<file path="src/rtl/if_fetch_unit_if.sv">
// Fetch-stage bus bundle: instruction-memory request channel, datapath
// redirect, and the instruction handshake toward the datapath.
interface if_fetch_unit_if #(
    parameter int ADDR_WIDTH  = 32,
    parameter int INSTR_WIDTH = 32
);
    logic                   imem_req;
    logic [ADDR_WIDTH-1:0]  imem_addr;
    logic                   imem_ack;
    logic [INSTR_WIDTH-1:0] imem_rdata;
    logic                   redirect_valid;
    logic [ADDR_WIDTH-1:0]  redirect_pc;
    logic                   instr_valid;
    logic [INSTR_WIDTH-1:0] instr;
    logic [ADDR_WIDTH-1:0]  instr_pc;
    logic                   instr_ready;

    modport master (
        output imem_req, imem_addr, instr_valid, instr, instr_pc,
        input  imem_ack, imem_rdata, redirect_valid, redirect_pc, instr_ready
    );

    modport slave (
        input  imem_req, imem_addr, instr_valid, instr, instr_pc,
        output imem_ack, imem_rdata, redirect_valid, redirect_pc, instr_ready
    );
endinterface

</file>
<file path="src/rtl/if_fetch_unit.sv">
// Instruction fetch stage: owns the PC, keeps one memory request in flight,
// buffers returned words in a small prefetch FIFO and hands them to the
// datapath. A redirect flushes the FIFO and drops the stale in-flight fetch.
//
// state   | meaning
// --------+------------------------------------------------------------
// FETCH   | requesting fetch_pc whenever the FIFO has room
// DISCARD | waiting out a request issued before a redirect; data dropped
module if_fetch_unit #(
    parameter int                     ADDR_WIDTH  = 32,
    parameter int                     INSTR_WIDTH = 32,
    parameter logic [ADDR_WIDTH-1:0]  RESET_PC    = '0,
    parameter int                     PC_STEP     = 4,
    parameter int                     FIFO_DEPTH  = 2
) (
    input  logic clk,
    input  logic reset,
    if_fetch_unit_if.master bus
);
    localparam int PTR_W = (FIFO_DEPTH > 1) ? $clog2(FIFO_DEPTH) : 1;
    localparam int CNT_W = PTR_W + 1;

    typedef enum logic {
        FETCH   = 1'b0,
        DISCARD = 1'b1
    } state_t;

    state_t                 state;
    state_t                 state_nxt;
    logic [ADDR_WIDTH-1:0]  fetch_pc;
    logic [ADDR_WIDTH-1:0]  stale_addr;
    logic [INSTR_WIDTH-1:0] fifo_instr [FIFO_DEPTH];
    logic [ADDR_WIDTH-1:0]  fifo_pc    [FIFO_DEPTH];
    logic [PTR_W-1:0]       wr_ptr;
    logic [PTR_W-1:0]       rd_ptr;
    logic [CNT_W-1:0]       count;
    logic                   fifo_full;
    logic                   fifo_empty;
    logic                   req;
    logic [ADDR_WIDTH-1:0]  addr;
    logic                   push;
    logic                   pop;

    assign fifo_full  = (count == CNT_W'(FIFO_DEPTH));
    assign fifo_empty = (count == '0);
    // A redirect in the same cycle wins over a datapath pop.
    assign pop = !fifo_empty && bus.instr_ready && !bus.redirect_valid;

    // State register.
    always_ff @(posedge clk) begin
        if (!reset) begin
            state <= FETCH;
        end else begin
            state <= state_nxt;
        end
    end

    // Next state, request generation and push decision.
    always_comb begin
        state_nxt = state;
        req       = 1'b0;
        addr      = fetch_pc;
        push      = 1'b0;
        case (state)
            FETCH: begin
                // Requesting only with room left guarantees an ack never hits a full FIFO.
                req  = !fifo_full;
                addr = fetch_pc;
                push = req && bus.imem_ack && !bus.redirect_valid;
                if (bus.redirect_valid && req && !bus.imem_ack) begin
                    state_nxt = DISCARD;
                end
            end
            DISCARD: begin
                req  = 1'b1;
                addr = stale_addr;
                if (bus.imem_ack) begin
                    state_nxt = FETCH;
                end
            end
            default: state_nxt = FETCH;
        endcase
    end

    // Program counter and the address held while a stale fetch drains.
    always_ff @(posedge clk) begin
        if (!reset) begin
            fetch_pc   <= RESET_PC;
            stale_addr <= RESET_PC;
        end else begin
            if (bus.redirect_valid) begin
                fetch_pc <= bus.redirect_pc;
            end else if (push) begin
                fetch_pc <= fetch_pc + ADDR_WIDTH'(PC_STEP);
            end
            if (state == FETCH && state_nxt == DISCARD) begin
                stale_addr <= fetch_pc;
            end
        end
    end

    // Prefetch FIFO; storage is cleared on reset so the outputs never carry X.
    always_ff @(posedge clk) begin
        if (!reset) begin
            wr_ptr <= '0;
            rd_ptr <= '0;
            count  <= '0;
            for (int i = 0; i < FIFO_DEPTH; i++) begin
                fifo_instr[i] <= '0;
                fifo_pc[i]    <= '0;
            end
        end else if (bus.redirect_valid) begin
            wr_ptr <= '0;
            rd_ptr <= '0;
            count  <= '0;
        end else begin
            if (push) begin
                fifo_instr[wr_ptr] <= bus.imem_rdata;
                fifo_pc[wr_ptr]    <= fetch_pc;
                wr_ptr             <= wr_ptr + PTR_W'(1);
            end
            if (pop) begin
                rd_ptr <= rd_ptr + PTR_W'(1);
            end
            case ({push, pop})
                2'b10:   count <= count + CNT_W'(1);
                2'b01:   count <= count - CNT_W'(1);
                default: count <= count;
            endcase
        end
    end

    // Outputs are forced to their idle values while reset is held low.
    always_comb begin
        bus.imem_req    = reset && req;
        bus.imem_addr   = reset ? addr : RESET_PC;
        bus.instr_valid = reset && !fifo_empty;
        bus.instr       = reset ? fifo_instr[rd_ptr] : '0;
        bus.instr_pc    = reset ? fifo_pc[rd_ptr] : '0;
    end
endmodule

</file>
<file path="src/flat_wrapper.sv">
// flat-port wrapper written by rule: the top's interface ports become plain ports
module if_fetch_unit_flat 
#(
    parameter int                     ADDR_WIDTH  = 32,
    parameter int                     INSTR_WIDTH = 32,
    parameter logic [ADDR_WIDTH-1:0]  RESET_PC    = '0,
    parameter int                     PC_STEP     = 4,
    parameter int                     FIFO_DEPTH  = 2
)
  (clk, reset, bus_imem_req, bus_imem_addr, bus_instr_valid, bus_instr, bus_instr_pc, bus_imem_ack, bus_imem_rdata, bus_redirect_valid, bus_redirect_pc, bus_instr_ready);
  if_fetch_unit_if #(.ADDR_WIDTH(ADDR_WIDTH), .INSTR_WIDTH(INSTR_WIDTH)) bus_i ();
  input  logic clk;
  input  logic reset;
  output wire logic [$bits(bus_i.imem_req)-1:0] bus_imem_req;
  output wire logic [$bits(bus_i.imem_addr)-1:0] bus_imem_addr;
  output wire logic [$bits(bus_i.instr_valid)-1:0] bus_instr_valid;
  output wire logic [$bits(bus_i.instr)-1:0] bus_instr;
  output wire logic [$bits(bus_i.instr_pc)-1:0] bus_instr_pc;
  input wire logic [$bits(bus_i.imem_ack)-1:0] bus_imem_ack;
  input wire logic [$bits(bus_i.imem_rdata)-1:0] bus_imem_rdata;
  input wire logic [$bits(bus_i.redirect_valid)-1:0] bus_redirect_valid;
  input wire logic [$bits(bus_i.redirect_pc)-1:0] bus_redirect_pc;
  input wire logic [$bits(bus_i.instr_ready)-1:0] bus_instr_ready;
  assign bus_imem_req = bus_i.imem_req;
  assign bus_imem_addr = bus_i.imem_addr;
  assign bus_instr_valid = bus_i.instr_valid;
  assign bus_instr = bus_i.instr;
  assign bus_instr_pc = bus_i.instr_pc;
  assign bus_i.imem_ack = bus_imem_ack;
  assign bus_i.imem_rdata = bus_imem_rdata;
  assign bus_i.redirect_valid = bus_redirect_valid;
  assign bus_i.redirect_pc = bus_redirect_pc;
  assign bus_i.instr_ready = bus_instr_ready;
  if_fetch_unit #(.ADDR_WIDTH(ADDR_WIDTH), .INSTR_WIDTH(INSTR_WIDTH), .RESET_PC(RESET_PC), .PC_STEP(PC_STEP), .FIFO_DEPTH(FIFO_DEPTH)) u_core (.clk(clk), .reset(reset), .bus(bus_i));
endmodule
</file>
<file path="config.mk">
export PLATFORM = sky130hd
export DESIGN_NAME = if_fetch_unit_flat
export DESIGN_NICKNAME = d
export VERILOG_FILES = /design/src/rtl/if_fetch_unit_if.sv /design/src/rtl/if_fetch_unit.sv /design/src/flat_wrapper.sv
export SDC_FILE = /design/constraint.sdc
export NUM_CORES = 1
export LEC_CHECK = 0
export BUFFER_PORTS_ARGS = -buffer_cell sky130_fd_sc_hd__buf_2
export CORE_AREA = 2 2 159 161
export DETAILED_ROUTE_END_ITERATION = 8
export DIE_AREA = 0 0 161 163
export MAX_ROUTING_LAYER = met4
export PLACE_DENSITY = 0.61
export SLEW_MARGIN = 40
export SYNTH_ARGS = -nofsm -noshare
export SYNTH_HDL_FRONTEND = slang
export SYNTH_SLANG_ARGS = --single-unit
</file>
<file path="constraint.sdc">
create_clock -name clk -period 8.1 [get_ports clk]
set_input_delay 1.215 -clock clk [delete_from_list [all_inputs] [get_ports clk]]
set_output_delay 1.215 -clock clk [all_outputs]
set_load 0.02 [all_outputs]
</file>
=== Word level (Yosys, flattened, before mapping) ===
Memory sizes are Yosys's and may differ from the RTL's. A register that Yosys moved wholly into a read port is not among the register bits.
Index checks and enable logic that the tools add are counted.

* Bits in registers: 69
* Latch bits: 0
* Memories: 2
* Logic and storage cells: 64
* Output and inout port bits: 98
* Bits in read-only memories: 0
* Bits of input ports: 69
* Bits in writable memories: 128

* Equal/unequal tests: 3
* Divide/modulo/power cells: 0
* Shift-type cells: 0
* Order comparisons: 0
* Mux-type cells: 27
* Bitwise gates (word level): 2
* $mul: 0
* Add/sub/neg operators: 5
* Reductions and logical operators: 19

{| class="wikitable"
|+ Memories
! memory !! words !! width !! rd ports !! clocked after memory_dff !! wr ports !! RTL line !! text
|-
| u_core.fifo_instr || 2 || 32 || 1 || 1 || 2 || if_fetch_unit.sv:32 || <nowiki>logic [INSTR_WIDTH-1:0] fifo_instr [FIFO_DEPTH];</nowiki>
|-
| u_core.fifo_pc || 2 || 32 || 1 || 1 || 2 || if_fetch_unit.sv:33 || <nowiki>logic [ADDR_WIDTH-1:0] fifo_pc [FIFO_DEPTH];</nowiki>
|}

{| class="wikitable"
|+ Operators by type and width
! cell !! count
|-
| $mux 32 || 7
|-
| $pmux 32 s2 || 1
|-
| $reduce_or 32->1 || 2
|-
| $add 32x3->32 const B || 1
|-
| $mux 1 || 16
|-
| $logic_and 1x1->1 || 9
|-
| $eq 2x2->1 const B || 2
|-
| $logic_not 1->1 || 4
|-
| $pmux 1 s2 || 2
|-
| $pmux 2 s2 || 1
|-
| $reduce_bool 2->1 || 2
|-
| $add 1x1->1 const B || 2
|-
| $add 2x1->2 const B || 1
|-
| $eq 2x1->1 const B || 1
|-
| $logic_not 2->1 || 1
|-
| $not 1->1 || 2
|-
| $reduce_or 2->1 || 1
|-
| $sub 2x1->2 const B || 1
|}

=== Depth between registers and ports, before layout ===
* Depth in word-level cells: 11
* Mapped depth: 8
* Gate-level depth less buffers: 7

=== Worst setup path after synthesis ===
OpenSTA, ideal clock, no wires.

* Path type: input to register
* Start point: input bus_redirect_valid
* End point: memory u_core.fifo_instr[0][0] (enable)
* Library setup time: 0.574 ns
* Arrival: 6.248 ns
* Buffers on the path: 1
* Data required time: 7.526 ns
* Stages on the path: 4
* Setup slack: 1.277 ns
* Path through: buf_2 nor3_2 inv_1 o21ai_0

{| class="wikitable"
|+ RTL lines
! element !! RTL line !! text
|-
| start, declared || flat_wrapper.sv:21 || <nowiki>input wire logic [$bits(bus_i.redirect_valid)-1:0] bus_redirect_valid;</nowiki>
|-
| end, declared || if_fetch_unit.sv:32 ||
|}

=== Final worst setup path ===
* Start point: input reset
* End point: output bus_imem_addr[1]

* Cells in the longest elaborated chain, start to end: 1

{| class="wikitable"
|+ Ends and longest elaborated chain
! element !! RTL line !! text
|-
| start, declared || flat_wrapper.sv:13 || <nowiki>input logic reset;</nowiki>
|-
| $mux 32 || if_fetch_unit.sv:136 || <nowiki>bus.imem_addr = reset ? addr : RESET_PC;</nowiki>
|-
| end, declared || flat_wrapper.sv:15 || <nowiki>output wire logic [$bits(bus_i.imem_addr)-1:0] bus_imem_addr;</nowiki>
|}

Every way passes these cells.

==> metrics.txt <==
# TYPE chip_impl_metric gauge
chip_impl_metric{name="fmax",unit="GHz"} 0.2561
chip_impl_metric{name="timing_worst_slew_pin_value",unit="ps"} 791.6
chip_impl_metric{name="count_of_clock_tree_sinks",unit=""} 198
chip_impl_metric{name="power_density",unit="nW/um^2"} 191.9
chip_impl_metric{name="row_count",unit=""} 58
chip_impl_metric{name="required",unit="ps"} 6880
chip_impl_metric{name="peakVddDrop",unit="uV"} 119.5
chip_impl_metric{name="io-pin-count",unit=""} 167
chip_impl_metric{name="synth_largest_type_area_fraction",unit="%"} 39.95
chip_impl_metric{name="insertedDiodeCount",unit=""} 0
chip_impl_metric{name="cts_buffer_depth",unit=""} 2
chip_impl_metric{name="dpl.hpwl",unit="um"} 13710
chip_impl_metric{name="antenna_violating_nets_left",unit=""} 0
chip_impl_info{name="hold_path.class",value="flop to flop"} 1
chip_impl_info{name="grt_setup_unrepaired",value="no"} 1
chip_impl_metric{name="synth_seq_area_share",unit="%"} 54.52
chip_impl_metric{name="area.growth.synth_to_final",unit="%"} 16.70
chip_impl_metric{name="drt-vias-per-instance",unit=""} 4.843
chip_impl_metric{name="netlist_instances",unit=""} 873
chip_impl_metric{name="floorplan.core_area",unit="sq um"} 24670
chip_impl_metric{name="wire_length_of_the_first_global_routing_pass",unit="um"} 33580
chip_impl_metric{name="die_height",unit="um"} 163
chip_impl_metric{name="detailroute.via_count",unit=""} 6475
chip_impl_metric{name="cp_data_arrival_time",unit="ps"} 2690
chip_impl_metric{name="drive_gt1_share",unit="%"} 21.35
chip_impl_metric{name="layout_setup_ws",unit="ps"} 4195
chip_impl_metric{name="post-route-drc-count",unit=""} 0
chip_impl_info{name="run_status",value="completed"} 1
chip_impl_metric{name="finalNetCount",unit=""} 1065
chip_impl_metric{name="clk_transition_reported_paths",unit="ps"} 70
chip_impl_metric{name="critical_path_peak_fanout",unit=""} 110
chip_impl_info{name="timing.critical_path.max_delay_family",value="buffers and inverters"} 1
chip_impl_metric{name="ctsHtreeMaxLevel",unit=""} 4
chip_impl_metric{name="initial_cell_density_of_the_core",unit="%"} 38.99
chip_impl_metric{name="count_of_hold_buffers_inserted_by_post_cts_repair",unit=""} 0
chip_impl_info{name="tritoncts",value="built"} 1
chip_impl_metric{name="post_cts_resize_count",unit=""} 0
chip_impl_metric{name="buffer_ports.inserted",unit=""} 166
chip_impl_metric{name="timing.setup.tns",unit="ps"} 0
chip_impl_metric{name="post-cts-setup-buffer-count",unit=""} 0
chip_impl_metric{name="routed_wire_length_per_instance",unit="um"} 16.02
chip_impl_info{name="clock_root_buffer_master",value="sky130_fd_sc_hd__clkbuf_16"} 1
chip_impl_metric{name="track_usage",unit="%"} 16.91
chip_impl_metric{name="synth_edf_count",unit=""} 128
chip_impl_metric{name="max_cap_viol_count",unit=""} 0
chip_impl_metric{name="yosys_register_bits",unit=""} 198
chip_impl_metric{name="number_of_buffers_inserted_during_clock_tree_synthesis",unit=""} 17
chip_impl_metric{name="clock_insertion_delay_worst_skew",unit="ps"} 420
chip_impl_info{name="post_synth_top_flop",value="sky130_fd_sc_hd__edfxtp_1"} 1
chip_impl_metric{name="leakage_power_total",unit="uW"} 0.004258
chip_impl_metric{name="syn_area",unit="sq um"} 9620
chip_impl_metric{name="synth_fp_nets",unit=""} 944
chip_impl_metric{name="place_worst_setup_slack",unit="ps"} 3916
chip_impl_info{name="element_type_at_the_critical_path_end",value="output pin"} 1
chip_impl_metric{name="grt_antenna_before_repair",unit=""} 0
chip_impl_info{name="timing.critical_path.cells",value="buf_6 > buf_4 > nor2b_1 > buf_2"} 1
chip_impl_metric{name="drtIter0Drc",unit=""} 401
chip_impl_info{name="timing.setup.critical_path_class",value="primary input to output pin"} 1
chip_impl_info{name="synth_top_area_cell",value="sky130_fd_sc_hd__edfxtp_1"} 1
chip_impl_metric{name="timing.final.hold_violations",unit=""} 0
chip_impl_metric{name="critical_path_buf_inv_count",unit=""} 3
chip_impl_metric{name="final.fill_count",unit=""} 2348
chip_impl_metric{name="finalWorstPathRequiredPeriod",unit="ps"} 3905
chip_impl_metric{name="postSynthAreaPerCell",unit="sq um"} 11.02
chip_impl_metric{name="dieArea",unit="sq um"} 26240
chip_impl_metric{name="maxSlewViolCount",unit=""} 0
chip_impl_metric{name="finalWirelength",unit="um"} 21420
chip_impl_metric{name="asyncSetResetFlopFracSynth",unit="%"} 0
chip_impl_info{name="startpoint_type",value="primary input"} 1
chip_impl_metric{name="slowest_delay",unit="ps"} 590
chip_impl_metric{name="final.period_utilization",unit="%"} 48.21
chip_impl_info{name="critical_path.slowest_cell",value="sky130_fd_sc_hd__buf_4"} 1
chip_impl_metric{name="die_width",unit="um"} 161
chip_impl_metric{name="gp_routability_congestion",unit=""} 0.7645
chip_impl_metric{name="timing.max_slew.rel_slack",unit="%"} 46.83
chip_impl_metric{name="synth_cell_type_count",unit=""} 41
chip_impl_metric{name="setup_violations_final",unit=""} 0
chip_impl_metric{name="grt_start_max_net_pins",unit=""} 111
chip_impl_metric{name="grt.overflow.total",unit=""} 0
chip_impl_metric{name="finalClockSkew",unit="ps"} 13.97
chip_impl_metric{name="first_pass_drt_iterations",unit=""} 5
chip_impl_metric{name="number_of_global_route_vias_before_repair",unit=""} 6088
chip_impl_metric{name="post-route-util",unit="%"} 45.50
chip_impl_info{name="largest_cells_by_area_after_synthesis",value="sky130_fd_sc_hd__edfxtp_1 (40%), sky130_fd_sc_hd__dfxtp_1 (15%), sky130_fd_sc_hd__mux2i_1 (10%), sky130_fd_sc_hd__and2_1 (8.5%), sky130_fd_sc_hd__nor2b_1 (6.4%)"} 1
chip_impl_metric{name="ys.warnings.count",unit=""} 0
-- per-stage QoR --
| stage | instance area [sq um] | cells | total power, uW | hold WS, ps |
|---|---|---|---|---|
| after global routing | 11230 | 1337 | 2245 | 471.2 |
| after CTS | 11220 | 1337 | 2183 | 454.5 |
| after floorplan | 9620 | 873 | 1319 | 434.7 |
| final | 11230 | 1337 | 2155 | 453.9 |
| after detailed placement | 10680 | 1305 | 1401 | 444.7 |
| after global placement | 10670 | 1305 | 1397 | 439.8 |
-- kinds of logic after synthesis --
| kind of cell | after synthesis | synth area share [%] |
|---|---|---|
| XOR/XNOR | 28 | 2.549 |
| flip-flops | 198 | 54.52 |
| AO/OA/AOI/OAI | 94 | 6.347 |
| adder cells (fa/ha/maj) | 2 | 0.2601 |
| multiplexers | 102 | 10.64 |
| AND/OR/NAND/NOR | 374 | 22.51 |
| buffers and inverters | 75 | 3.173 |
-- placed cells by master, fill, tap and decap left out, types with 10 or more instances in the layout --
master,Yosys,layout
sky130_fd_sc_hd__xor2_1,20,20
sky130_fd_sc_hd__buf_2,13,165
sky130_fd_sc_hd__nor2_1,10,10
sky130_fd_sc_hd__a21boi_1,17,17
sky130_fd_sc_hd__and2_1,130,130
sky130_fd_sc_hd__nor2b_1,99,98
sky130_fd_sc_hd__nand4_1,15,15
sky130_fd_sc_hd__nand3_1,15,15
sky130_fd_sc_hd__a21oi_1,19,19
sky130_fd_sc_hd__clkbuf_16,0,17
sky130_fd_sc_hd__dfxtp_1,70,68
sky130_fd_sc_hd__nand2_1,76,75
sky130_fd_sc_hd__a21boi_0,16,16
sky130_fd_sc_hd__o21ai_0,26,25
sky130_fd_sc_hd__edfxtp_1,128,128
sky130_fd_sc_hd__mux2i_1,100,100
-- layer usage --
layer / GRT usage (%) / vias up / wire (um)
li1: - / 3236 / -
met1: 24.05 / 3061 / 10570
met2: 25.22 / 165 / 9628
met3: 3.209 / 13 / 1053
met4: 3.653 / 0 / 159
met5: - / - / 0
-- worst paths after layout --
path                                            start                     to  slack (ps)  depth (start not counted)
worst min-delay path            u_core.stale_addr[22]  u_core.stale_addr[22]         450                          2
worst max-delay path                            reset       bus_imem_addr[1]        4190                          4
worst max register to register           u_core.state    u_core.fetch_pc[26]        5630                          6
worst min register to register  u_core.stale_addr[22]  u_core.stale_addr[22]         450                          2
-- cell usage after synthesis (5+ instances only) --
master                     instances
sky130_fd_sc_hd__o211a_1           8
sky130_fd_sc_hd__and4_1            5
sky130_fd_sc_hd__buf_1             7
sky130_fd_sc_hd__edfxtp_1        128
sky130_fd_sc_hd__nor2b_1          99
sky130_fd_sc_hd__nand3_1          15
sky130_fd_sc_hd__o21ai_0          26
sky130_fd_sc_hd__mux2i_1         100
sky130_fd_sc_hd__a21boi_0         16
sky130_fd_sc_hd__clkbuf_1         50
sky130_fd_sc_hd__a21oi_1          19
sky130_fd_sc_hd__xor2_1           20
sky130_fd_sc_hd__dfxtp_1          70
sky130_fd_sc_hd__nor2_1           10
sky130_fd_sc_hd__xnor2_1           8
sky130_fd_sc_hd__nand2_1          76
sky130_fd_sc_hd__nand2b_1          5
sky130_fd_sc_hd__nand4_1          15
sky130_fd_sc_hd__and3_1            6
sky130_fd_sc_hd__buf_2            13
sky130_fd_sc_hd__and2_1          130
sky130_fd_sc_hd__a21boi_1         17
-- sequential cells by signal, summed over array words and instances (netlist names), named ones only --
register and cells:
u_core.fifo_instr 64, u_core.fifo_pc 64, u_core.fetch_pc 32, u_core.stale_addr 32, u_core.count 2, u_core.rd_ptr 1
u_core.state 1, u_core.wr_ptr 1
-- worst reg2reg max path, delay by kind of cell (launching register included) --
family          cells  cell delay, ps
simple gates        3            1310
flops               1             330
buf+inv             1             320
compound gates      1             240
mux                 1             200
-- cell type report --
| type | count | area, sq um | area share, % |
|---|---|---|---|
| clock inverters | 13 | 106.4 | 0.9473 |
| repair buffers | 174 | 900.9 | 8.024 |
| clock buffers | 19 | 432.9 | 3.856 |
| well taps | 330 | 412.9 | 3.678 |
| flip-flops and latches | 198 | 5250 | 46.76 |
| inverters | 3 | 11.26 | 0.1003 |
| multi-input cells | 600 | 4113 | 36.63 |
-- report_power, final --
| part | total, uW | internal (uW) | switching (uW) |
|---|---|---|---|
| combinational | 214 | 82.3 | 132 |
| sequential | 1160 | 1120 | 36.2 |
| clock | 780 | 422 | 358 |
| total | 2150 | 1630 | 527 |
Note: power is estimated with default switching activity, not from simulation.
